File: src/rtl/eth_pkg.sv
// Shared Ethernet/ARP definitions used by the TX scheduler and its neighbours.
package eth_pkg;

  typedef enum logic [1:0] {
    TX_IDLE      = 2'd0,
    TX_WAIT_DONE = 2'd1,
    TX_GAP       = 2'd2
  } tx_sched_state_t;

  localparam logic        ARP_OPER_REQUEST = 1'b0;
  localparam logic        ARP_OPER_REPLY   = 1'b1;
  localparam logic [47:0] MAC_BROADCAST    = 48'hFFFF_FFFF_FFFF;

  // Requester slots on the round-robin arbiter.
  localparam int unsigned REQ_QUERY = 0;
  localparam int unsigned REQ_REPLY = 1;

endpackage

File: src/rtl/eth_tx_sched_if.sv
// Requester, frame-builder and status signals of the ARP TX scheduler.
interface eth_tx_sched_if;
  logic        reply_req;
  logic [47:0] reply_mac;
  logic [31:0] reply_ip;
  logic        reply_ack;
  logic        query_req;
  logic [31:0] query_ip;
  logic        query_ack;
  logic        tx_frame_start;
  logic        tx_frame_done;
  logic [47:0] mac_d_addr;
  logic [31:0] ip_d_addr;
  logic        arp_oper;
  logic        busy;
  logic        timeout_err;
  logic [15:0] tx_count;

  modport master (
    output reply_req, reply_mac, reply_ip, query_req, query_ip, tx_frame_done,
    input  reply_ack, query_ack, tx_frame_start, mac_d_addr, ip_d_addr,
           arp_oper, busy, timeout_err, tx_count
  );

  modport slave (
    input  reply_req, reply_mac, reply_ip, query_req, query_ip, tx_frame_done,
    output reply_ack, query_ack, tx_frame_start, mac_d_addr, ip_d_addr,
           arp_oper, busy, timeout_err, tx_count
  );
endinterface

File: src/rtl/arb_rr2.sv
// Two-input round-robin arbiter: on a tie the input not granted last wins.
module arb_rr2 (
  input  logic       clk,
  input  logic       rst,
  input  logic [1:0] req_i,
  input  logic       advance_i,
  output logic [1:0] grant_o
);
  logic last_q;  // index of the most recent winner; resets to input 0

  // NOTE: grant_o is assigned before any branch so no latch is inferred.
  always_comb begin
    grant_o = req_i;
    if (req_i == 2'b11) begin
      grant_o = last_q ? 2'b01 : 2'b10;
    end
  end

  // NOTE: non-blocking assignments so every register updates from pre-edge values.
  always_ff @(posedge clk) begin
    if (rst) begin
      last_q <= 1'b0;
    end else if (advance_i && (grant_o != 2'b00)) begin
      last_q <= grant_o[1];
    end
  end
endmodule

File: src/rtl/eth_tx_sched.sv
// ARP transmit scheduler: grants reply/query requesters one frame at a time,
// then enforces the inter-frame gap and a watchdog on the frame builder.
module eth_tx_sched
  import eth_pkg::*;
#(
  parameter int unsigned IFG_CYCLES     = 12,
  parameter int unsigned TIMEOUT_CYCLES = 256
) (
  input  logic          aclk,
  input  logic          areset,
  eth_tx_sched_if.slave bus
);
  localparam int unsigned WD_W  = $clog2(TIMEOUT_CYCLES);
  localparam int unsigned GAP_W = $clog2(IFG_CYCLES + 1);
  localparam logic [WD_W-1:0]  WD_LAST  = WD_W'(TIMEOUT_CYCLES - 1);
  localparam logic [GAP_W-1:0] GAP_LAST = GAP_W'(IFG_CYCLES - 1);

  localparam logic [1:0] S_IDLE      = TX_IDLE;
  localparam logic [1:0] S_WAIT_DONE = TX_WAIT_DONE;
  localparam logic [1:0] S_GAP       = TX_GAP;

  logic [1:0]       state_q, state_d;
  logic [WD_W-1:0]  wd_q, wd_d;
  logic [GAP_W-1:0] gap_q, gap_d;
  logic [47:0]      mac_q, mac_d;
  logic [31:0]      ip_q, ip_d;
  logic             oper_q, oper_d;
  logic             start_q, start_d;
  logic             reply_ack_q, reply_ack_d;
  logic             query_ack_q, query_ack_d;
  logic             timeout_q, timeout_d;
  logic [15:0]      tx_count_q, tx_count_d;

  logic [1:0] req, grant;
  logic       can_grant, advance;

  assign req = {bus.reply_req, bus.query_req};

  arb_rr2 u_arb (
    .clk       (aclk),
    .rst       (areset),
    .req_i     (req),
    .advance_i (advance),
    .grant_o   (grant)
  );

  always_comb begin
    state_d     = state_q;
    wd_d        = wd_q;
    gap_d       = gap_q;
    mac_d       = mac_q;
    ip_d        = ip_q;
    oper_d      = oper_q;
    start_d     = 1'b0;
    reply_ack_d = 1'b0;
    query_ack_d = 1'b0;
    timeout_d   = 1'b0;
    tx_count_d  = tx_count_q;
    can_grant   = 1'b0;
    advance     = 1'b0;

    unique case (state_q)
      S_IDLE: can_grant = 1'b1;
      S_WAIT_DONE: begin
        // A done arriving on the expiry cycle still counts as a normal frame.
        if (bus.tx_frame_done) begin
          tx_count_d = tx_count_q + 16'd1;
          state_d    = S_GAP;
          gap_d      = '0;
        end else if (wd_q == WD_LAST) begin
          timeout_d = 1'b1;
          state_d   = S_GAP;
          gap_d     = '0;
        end else begin
          wd_d = wd_q + WD_W'(1);
        end
      end
      S_GAP: begin
        if (gap_q == GAP_LAST) begin
          can_grant = 1'b1;
          state_d   = S_IDLE;
        end else begin
          gap_d = gap_q + GAP_W'(1);
        end
      end
      default: state_d = S_IDLE;
    endcase

    if (can_grant && (req != 2'b00)) begin
      advance = 1'b1;
      start_d = 1'b1;
      state_d = S_WAIT_DONE;
      wd_d    = '0;
      if (grant[REQ_REPLY]) begin
        reply_ack_d = 1'b1;
        mac_d       = bus.reply_mac;
        ip_d        = bus.reply_ip;
        oper_d      = ARP_OPER_REPLY;
      end else if (grant[REQ_QUERY]) begin
        query_ack_d = 1'b1;
        mac_d       = MAC_BROADCAST;
        ip_d        = bus.query_ip;
        oper_d      = ARP_OPER_REQUEST;
      end
    end
  end

  always_ff @(posedge aclk) begin
    if (areset) begin
      state_q     <= S_IDLE;
      wd_q        <= '0;
      gap_q       <= '0;
      mac_q       <= '0;
      ip_q        <= '0;
      oper_q      <= 1'b0;
      start_q     <= 1'b0;
      reply_ack_q <= 1'b0;
      query_ack_q <= 1'b0;
      timeout_q   <= 1'b0;
      tx_count_q  <= '0;
    end else begin
      state_q     <= state_d;
      wd_q        <= wd_d;
      gap_q       <= gap_d;
      mac_q       <= mac_d;
      ip_q        <= ip_d;
      oper_q      <= oper_d;
      start_q     <= start_d;
      reply_ack_q <= reply_ack_d;
      query_ack_q <= query_ack_d;
      timeout_q   <= timeout_d;
      tx_count_q  <= tx_count_d;
    end
  end

  assign bus.reply_ack      = reply_ack_q;
  assign bus.query_ack      = query_ack_q;
  assign bus.tx_frame_start = start_q;
  assign bus.mac_d_addr     = mac_q;
  assign bus.ip_d_addr      = ip_q;
  assign bus.arp_oper       = oper_q;
  assign bus.busy           = (state_q != S_IDLE);
  assign bus.timeout_err    = timeout_q;
  assign bus.tx_count       = tx_count_q;
endmodule

File: src/flat_wrapper.sv
// flat-port wrapper written by rule: the top's interface ports become plain ports
module eth_tx_sched_flat import eth_pkg::*;
#(
  parameter int unsigned IFG_CYCLES     = 12,
  parameter int unsigned TIMEOUT_CYCLES = 256
)
  (aclk, areset, bus_reply_req, bus_reply_mac, bus_reply_ip, bus_query_req, bus_query_ip, bus_tx_frame_done, bus_reply_ack, bus_query_ack, bus_tx_frame_start, bus_mac_d_addr, bus_ip_d_addr, bus_arp_oper, bus_busy, bus_timeout_err, bus_tx_count);
  eth_tx_sched_if bus_i ();
  input  logic aclk;
  input  logic areset;
  input wire logic [$bits(bus_i.reply_req)-1:0] bus_reply_req;
  input wire logic [$bits(bus_i.reply_mac)-1:0] bus_reply_mac;
  input wire logic [$bits(bus_i.reply_ip)-1:0] bus_reply_ip;
  input wire logic [$bits(bus_i.query_req)-1:0] bus_query_req;
  input wire logic [$bits(bus_i.query_ip)-1:0] bus_query_ip;
  input wire logic [$bits(bus_i.tx_frame_done)-1:0] bus_tx_frame_done;
  output wire logic [$bits(bus_i.reply_ack)-1:0] bus_reply_ack;
  output wire logic [$bits(bus_i.query_ack)-1:0] bus_query_ack;
  output wire logic [$bits(bus_i.tx_frame_start)-1:0] bus_tx_frame_start;
  output wire logic [$bits(bus_i.mac_d_addr)-1:0] bus_mac_d_addr;
  output wire logic [$bits(bus_i.ip_d_addr)-1:0] bus_ip_d_addr;
  output wire logic [$bits(bus_i.arp_oper)-1:0] bus_arp_oper;
  output wire logic [$bits(bus_i.busy)-1:0] bus_busy;
  output wire logic [$bits(bus_i.timeout_err)-1:0] bus_timeout_err;
  output wire logic [$bits(bus_i.tx_count)-1:0] bus_tx_count;
  assign bus_i.reply_req = bus_reply_req;
  assign bus_i.reply_mac = bus_reply_mac;
  assign bus_i.reply_ip = bus_reply_ip;
  assign bus_i.query_req = bus_query_req;
  assign bus_i.query_ip = bus_query_ip;
  assign bus_i.tx_frame_done = bus_tx_frame_done;
  assign bus_reply_ack = bus_i.reply_ack;
  assign bus_query_ack = bus_i.query_ack;
  assign bus_tx_frame_start = bus_i.tx_frame_start;
  assign bus_mac_d_addr = bus_i.mac_d_addr;
  assign bus_ip_d_addr = bus_i.ip_d_addr;
  assign bus_arp_oper = bus_i.arp_oper;
  assign bus_busy = bus_i.busy;
  assign bus_timeout_err = bus_i.timeout_err;
  assign bus_tx_count = bus_i.tx_count;
  eth_tx_sched #(.IFG_CYCLES(IFG_CYCLES), .TIMEOUT_CYCLES(TIMEOUT_CYCLES)) u_core (.aclk(aclk), .areset(areset), .bus(bus_i));
endmodule
File: config.mk
export PLATFORM = sky130hd
export DESIGN_NAME = eth_tx_sched_flat
export DESIGN_NICKNAME = d
export VERILOG_FILES = /design/src/rtl/eth_pkg.sv /design/src/rtl/eth_tx_sched_if.sv /design/src/rtl/arb_rr2.sv /design/src/rtl/eth_tx_sched.sv /design/src/flat_wrapper.sv
export SDC_FILE = /design/constraint.sdc
export NUM_CORES = 1
export LEC_CHECK = 0
export CORE_AREA = 3 3 110 112
export CTS_BUF_LIST = sky130_fd_sc_hd__clkbuf_16
export CTS_CLUSTER_DIAMETER = 120
export CTS_CLUSTER_SIZE = 24
export DETAILED_ROUTE_END_ITERATION = 6
export DIE_AREA = 0 0 113 115
export PLACE_DENSITY = 0.78
export SLEW_MARGIN = 20
export SYNTH_ARGS = -nofsm -noshare
export SYNTH_HDL_FRONTEND = slang
export SYNTH_SLANG_ARGS = --single-unit
File: constraint.sdc
create_clock -name aclk -period 2.4 [get_ports aclk]
set_clock_uncertainty 0.05 [all_clocks]
set_input_delay 0.48 -clock aclk [delete_from_list [all_inputs] [get_ports aclk]]
set_output_delay 0.48 -clock aclk [all_outputs]
set_load 0.02 [all_outputs]
==> results of run 1 <==
==> logic make-up (layout without fill, tap and decap cells) <==
family / after synthesis / in the layout
AO/OA/AOI/OAI: 97 / 97
XOR/XNOR: 15 / 15
adder cells (fa/ha/maj): 3 / 3
buffers and inverters: 40 / 270
flip-flops: 115 / 115
multiplexers: 3 / 3
AND/OR/NAND/NOR: 230 / 230
==> power by group through the flow <==
stage	clock [mW]	combinational (mW)	sequential, mW
2_1_floorplan	0	0.335	2.37
3_5_place_dp	0	1.13	2.20
4_1_cts	2.47	1.13	2.16
5_1_grt	2.57	1.21	2.18
6_report	2.42	1.13	2.16
3_3_place_gp	0	1.11	2.19
==> worst max-delay path, delay by kind of cell, from the launching register on <==
kind | cells | cell delay (ns)
buf+inv | 2 | 0.77
flops | 1 | 0.47
simple gates | 1 | 0.07
==> per-stage QoR <==
step                      cells  hold WS, ns  power (mW)  utilization, %
final                       876        0.381        5.72            65.2
after global routing        876        0.391        5.95            65.2
after CTS                   876        0.367        5.77            65.2
after detailed placement    844        0.396        3.33            60.1
after global placement      844        0.393        3.30            60.1
after floorplan             503        0.398        2.71               -
==> routing by layer <==
metal  vias up  part of all wire (%)  track usage, %
met4         0                   1.5            7.21
met3        17                   7.6            7.32
met5         -                     0               0
met2       155                    52            37.6
li1       2206                     -               -
met1      2115                    39            23.0
==> cell usage after synthesis (3+ instances only) <==
cell type                   instances  area [um^2]
sky130_fd_sc_hd__nor2_1           123          462
sky130_fd_sc_hd__dfxtp_1          115         2300
sky130_fd_sc_hd__nor3_1            54          270
sky130_fd_sc_hd__a22oi_1           32          240
sky130_fd_sc_hd__o2bb2ai_1         32          280
sky130_fd_sc_hd__clkbuf_1          29          109
sky130_fd_sc_hd__nand2_1           14         52.6
sky130_fd_sc_hd__a21oi_1           11         55.1
sky130_fd_sc_hd__nand3_1            8         40.0
sky130_fd_sc_hd__xor2_1             8         70.1
sky130_fd_sc_hd__xnor2_1            7         61.3
sky130_fd_sc_hd__inv_1              6         22.5
sky130_fd_sc_hd__o21ai_0            6         30.0
sky130_fd_sc_hd__or3_1              6         37.5
sky130_fd_sc_hd__nand4_1            5         31.3
sky130_fd_sc_hd__buf_2              3         15.0
sky130_fd_sc_hd__ha_1               3         37.5
sky130_fd_sc_hd__mux2i_1            3         30.0
sky130_fd_sc_hd__nor4_1             3         18.8
sky130_fd_sc_hd__o211ai_1           3         22.5
==> how the worst max path moves through the flow <==
stage                              endpoint
floorplan           u_core.bus.tx_count[15]
global placement    u_core.bus.tx_count[13]
detailed placement  u_core.bus.tx_count[15]
CTS                                bus_busy
global route                       bus_busy
finish                             bus_busy
==> cell type report <==
| class | count | area [um^2] |
|---|---|---|
| multi-input combinational | 348 | 2010 |
| sequential | 115 | 2300 |
| clock inverter | 15 | 150 |
| clock buffer | 17 | 425 |
| inverter | 6 | 22.5 |
| tap | 143 | 179 |
| fill | 933 | 3940 |
| timing repair buffer | 232 | 2290 |
==> what timing repair did <==
| action | 4_1_cts | 5_1_grt |
|---|---|---|
| gates resized for setup | 1 | 1 |
| endpoints found under the setup margin | 1 | 1 |
| hold buffers | 0 | 0 |
==> registers in the layout (all words and copies together) (netlist names) <==
name / cells
u_core.bus.arp_oper: 1
u_core.bus.ip_d_addr: 32
u_core.bus.mac_d_addr: 48
u_core.bus.query_ack: 1
u_core.bus.reply_ack: 1
u_core.bus.timeout_err: 1
u_core.bus.tx_count: 16
u_core.bus.tx_frame_start: 1
u_core.gap_q: 4
u_core.state_q: 2
u_core.wd_q: 8
==> results.rst, run 1 <==
.. list-table::
   :header-rows: 1

   * - Metric
     - Value
   * - Antenna violations before repair
     - 0
   * - Critical Path Source
     - u_core.state_q[0]
   * - Category of the most critical setup path
     - reg2out
   * - Antenna-violating nets left
     - 0
   * - Accumulated negative setup slack
     - 0 ns
   * - I/O pin count
     - between 200 and 250
   * - Dominant combinational cell family by area after synthesis
     - simple AND/OR/NAND/NOR gates
   * - Tcrit/Tclk final
     - 93.2%
   * - Slowest-stage cell, CP
     - sky130_fd_sc_hd__clkdlybuf4s50_1
   * - Xor/xnor share of the synthesized area
     - 2.95%
   * - Ant diodes
     - 0
   * - Pin count of the biggest net entering global routing
     - 46
   * - Worst R2R Setup Slack
     - 0.48 ns
   * - Routed WL per cell
     - 15.9 um
   * - Area after DPL
     - between 6000 and 7000 um^2
   * - Worst path arrival time
     - 1.71 ns
   * - Port bufs
     - 218
   * - Count of H-tree levels built during CTS
     - 4
   * - Starting density of the core
     - 39.3%
   * - Startpoint of the worst hold path
     - areset
   * - Row Count
     - 39
   * - Kind of capture point of the worst setup path
     - output port
   * - Wire length of the first global-routing pass
     - 21900 um
   * - Launch point of the worst reg-to-reg path
     - u_core.gap_q[0]
   * - Cell area after technology mapping
     - roughly 4500 um^2
   * - CTS tree
     - done
   * - Vias after detailed routing
     - 4493
   * - Multiplexer share of the synthesized area
     - 0.674%
   * - Switching power summed over all nets
     - between 1 and 1.5 mW
   * - Reg-to-Reg End
     - u_core.bus.mac_d_addr[44]
   * - Commonest non-fill, non-tap cell in the layout
     - sky130_fd_sc_hd__clkdlybuf4s50_1
   * - Number of distinct library cells after synthesis
     - 47
   * - Total core area
     - 11300 um^2
   * - Instance count along the most critical hold path
     - 2
   * - Setup repair after global routing missed its margin
     - false
   * - Sequential-to-total area share from yosys stat
     - around half
   * - Relative contribution of the clock network to total power
     - 42.4%
   * - Worst-path fanout max
     - 9
   * - Maximum frequency from static timing analysis
     - ~450 MHz
   * - Share of layout cells above drive strength 1
     - 7.64%
   * - Max Cap Violations
     - 0
   * - Max-slew violations
     - 0
   * - Global routing usage summed across all routing layers
     - 20.9%
   * - Startpoint class of the critical path
     - flop
   * - Total Die Area
     - 13000 um^2
   * - Post-Synthesis Mean Instance Area
     - 8.86 um^2
   * - Worst slew pin tran
     - between 0.3 and 0.4 ns
   * - Arithmetic-cell share of the synthesized area counting full adders, half adders and majority gates
     - less than 1%
   * - Vias in the first global route
     - 4523
   * - Die width
     - 113 um
   * - Combinational share of power
     - between 10% and 20%
   * - Half-perimeter wire length after placement
     - 10300 um
   * - Max Buffers Root-to-Sink
     - 2
   * - Total clock buffers created by CTS
     - 17
   * - Placer's final routability congestion estimate
     - 0.825
   * - Hold endpoint
     - u_core.gap_q[2]
   * - Most used cells in the layout excluding fill and tap cells
     - 217 x sky130_fd_sc_hd__clkdlybuf4s50_1, 122 x sky130_fd_sc_hd__nor2_1, 113 x sky130_fd_sc_hd__dfxtp_1
   * - Post-detailed-route via-to-cell ratio
     - roughly 5.1
   * - Number of flip-flops and latches in the synthesized netlist
     - 115
   * - Die outline height
     - 115 um
   * - Total congestion overflow after global routing
     - 0
   * - Hold Vio Cnt, Final
     - 0
   * - Detailed Routing Iterations Pass 1
     - 4
   * - Aggregate routed wire length
     - around 14000 um
   * - Simple-gate share of the synthesized area
     - 23.8%
   * - Clock slew seen by the registers of the worst setup and hold paths
     - 0.05 ns
   * - Number of instances in the synthesized netlist
     - 503
   * - Crit path required time
     - 1.87 ns
   * - Number of synthesized flops with an enable pin
     - 0
   * - Final non-filler cell area
     - 7380 um^2
   * - Async set-or-reset flop fraction in the synthesized netlist
     - 0%
   * - Final number of setup-violating endpoints
     - 0
   * - Run status
     - finished clean
   * - Root Buffer
     - sky130_fd_sc_hd__clkbuf_16
   * - Count of cells along the worst register-to-register path
     - 6
   * - Sequential fraction of design power
     - 37.9%
   * - Post-synthesis compound-gate area fraction
     - 16.5%
   * - Area added between synthesis and finish
     - 65.8%
   * - Cell leakage power
     - 2.77 nW
   * - Power per unit of standard cell area
     - around 770 nW/um^2
   * - Clk sink count
     - 115
   * - Setup WS post-layout
     - approximately 0.16 ns
   * - Drt drc
     - 0
   * - Total number of nets in the final design
     - 840
   * - Critical path's largest stage delay
     - ~0.63 ns
   * - Count of yosys warnings during synthesis
     - 0
   * - Worst-case setup slack after placement
     - 0.0904 ns
   * - Min Tclk post-route
     - 2.24 ns
   * - Number of setup buffers added after CTS
     - 0
   * - Internal power
     - roughly 4.2 mW
   * - CP cell instances
     - inv_1, nand2_1, clkdlybuf4s50_1
   * - Synth Flop Type
     - sky130_fd_sc_hd__dfxtp_1
   * - Worst VDD drop
     - 0.454 mV
   * - Worst hold path class
     - in2reg
   * - Worst-case headroom to the max-slew limit
     - 73.8%
   * - Net Count, Synth
     - between 600 and 700
   * - Skew-Pair Late Insertion Delay
     - 0.39 ns
   * - Number of DRC violations after detailed-routing iteration 0
     - 332
   * - Sw Ratio
     - around 26%
Note: power is estimated with default switching activity, not from simulation.
==> inputs of run 2 (changes only) <==
- CTS_CLUSTER_SIZE: 24 -> unset
==> results of run 2 <==
Final layout, timing and power as in run 1 (identical DEF).
==> inputs of run 3 (changes only) <==
- GPL_TIMING_DRIVEN: unset -> 1
==> results of run 3 <==
Final layout, timing and power as in run 1 (identical DEF).
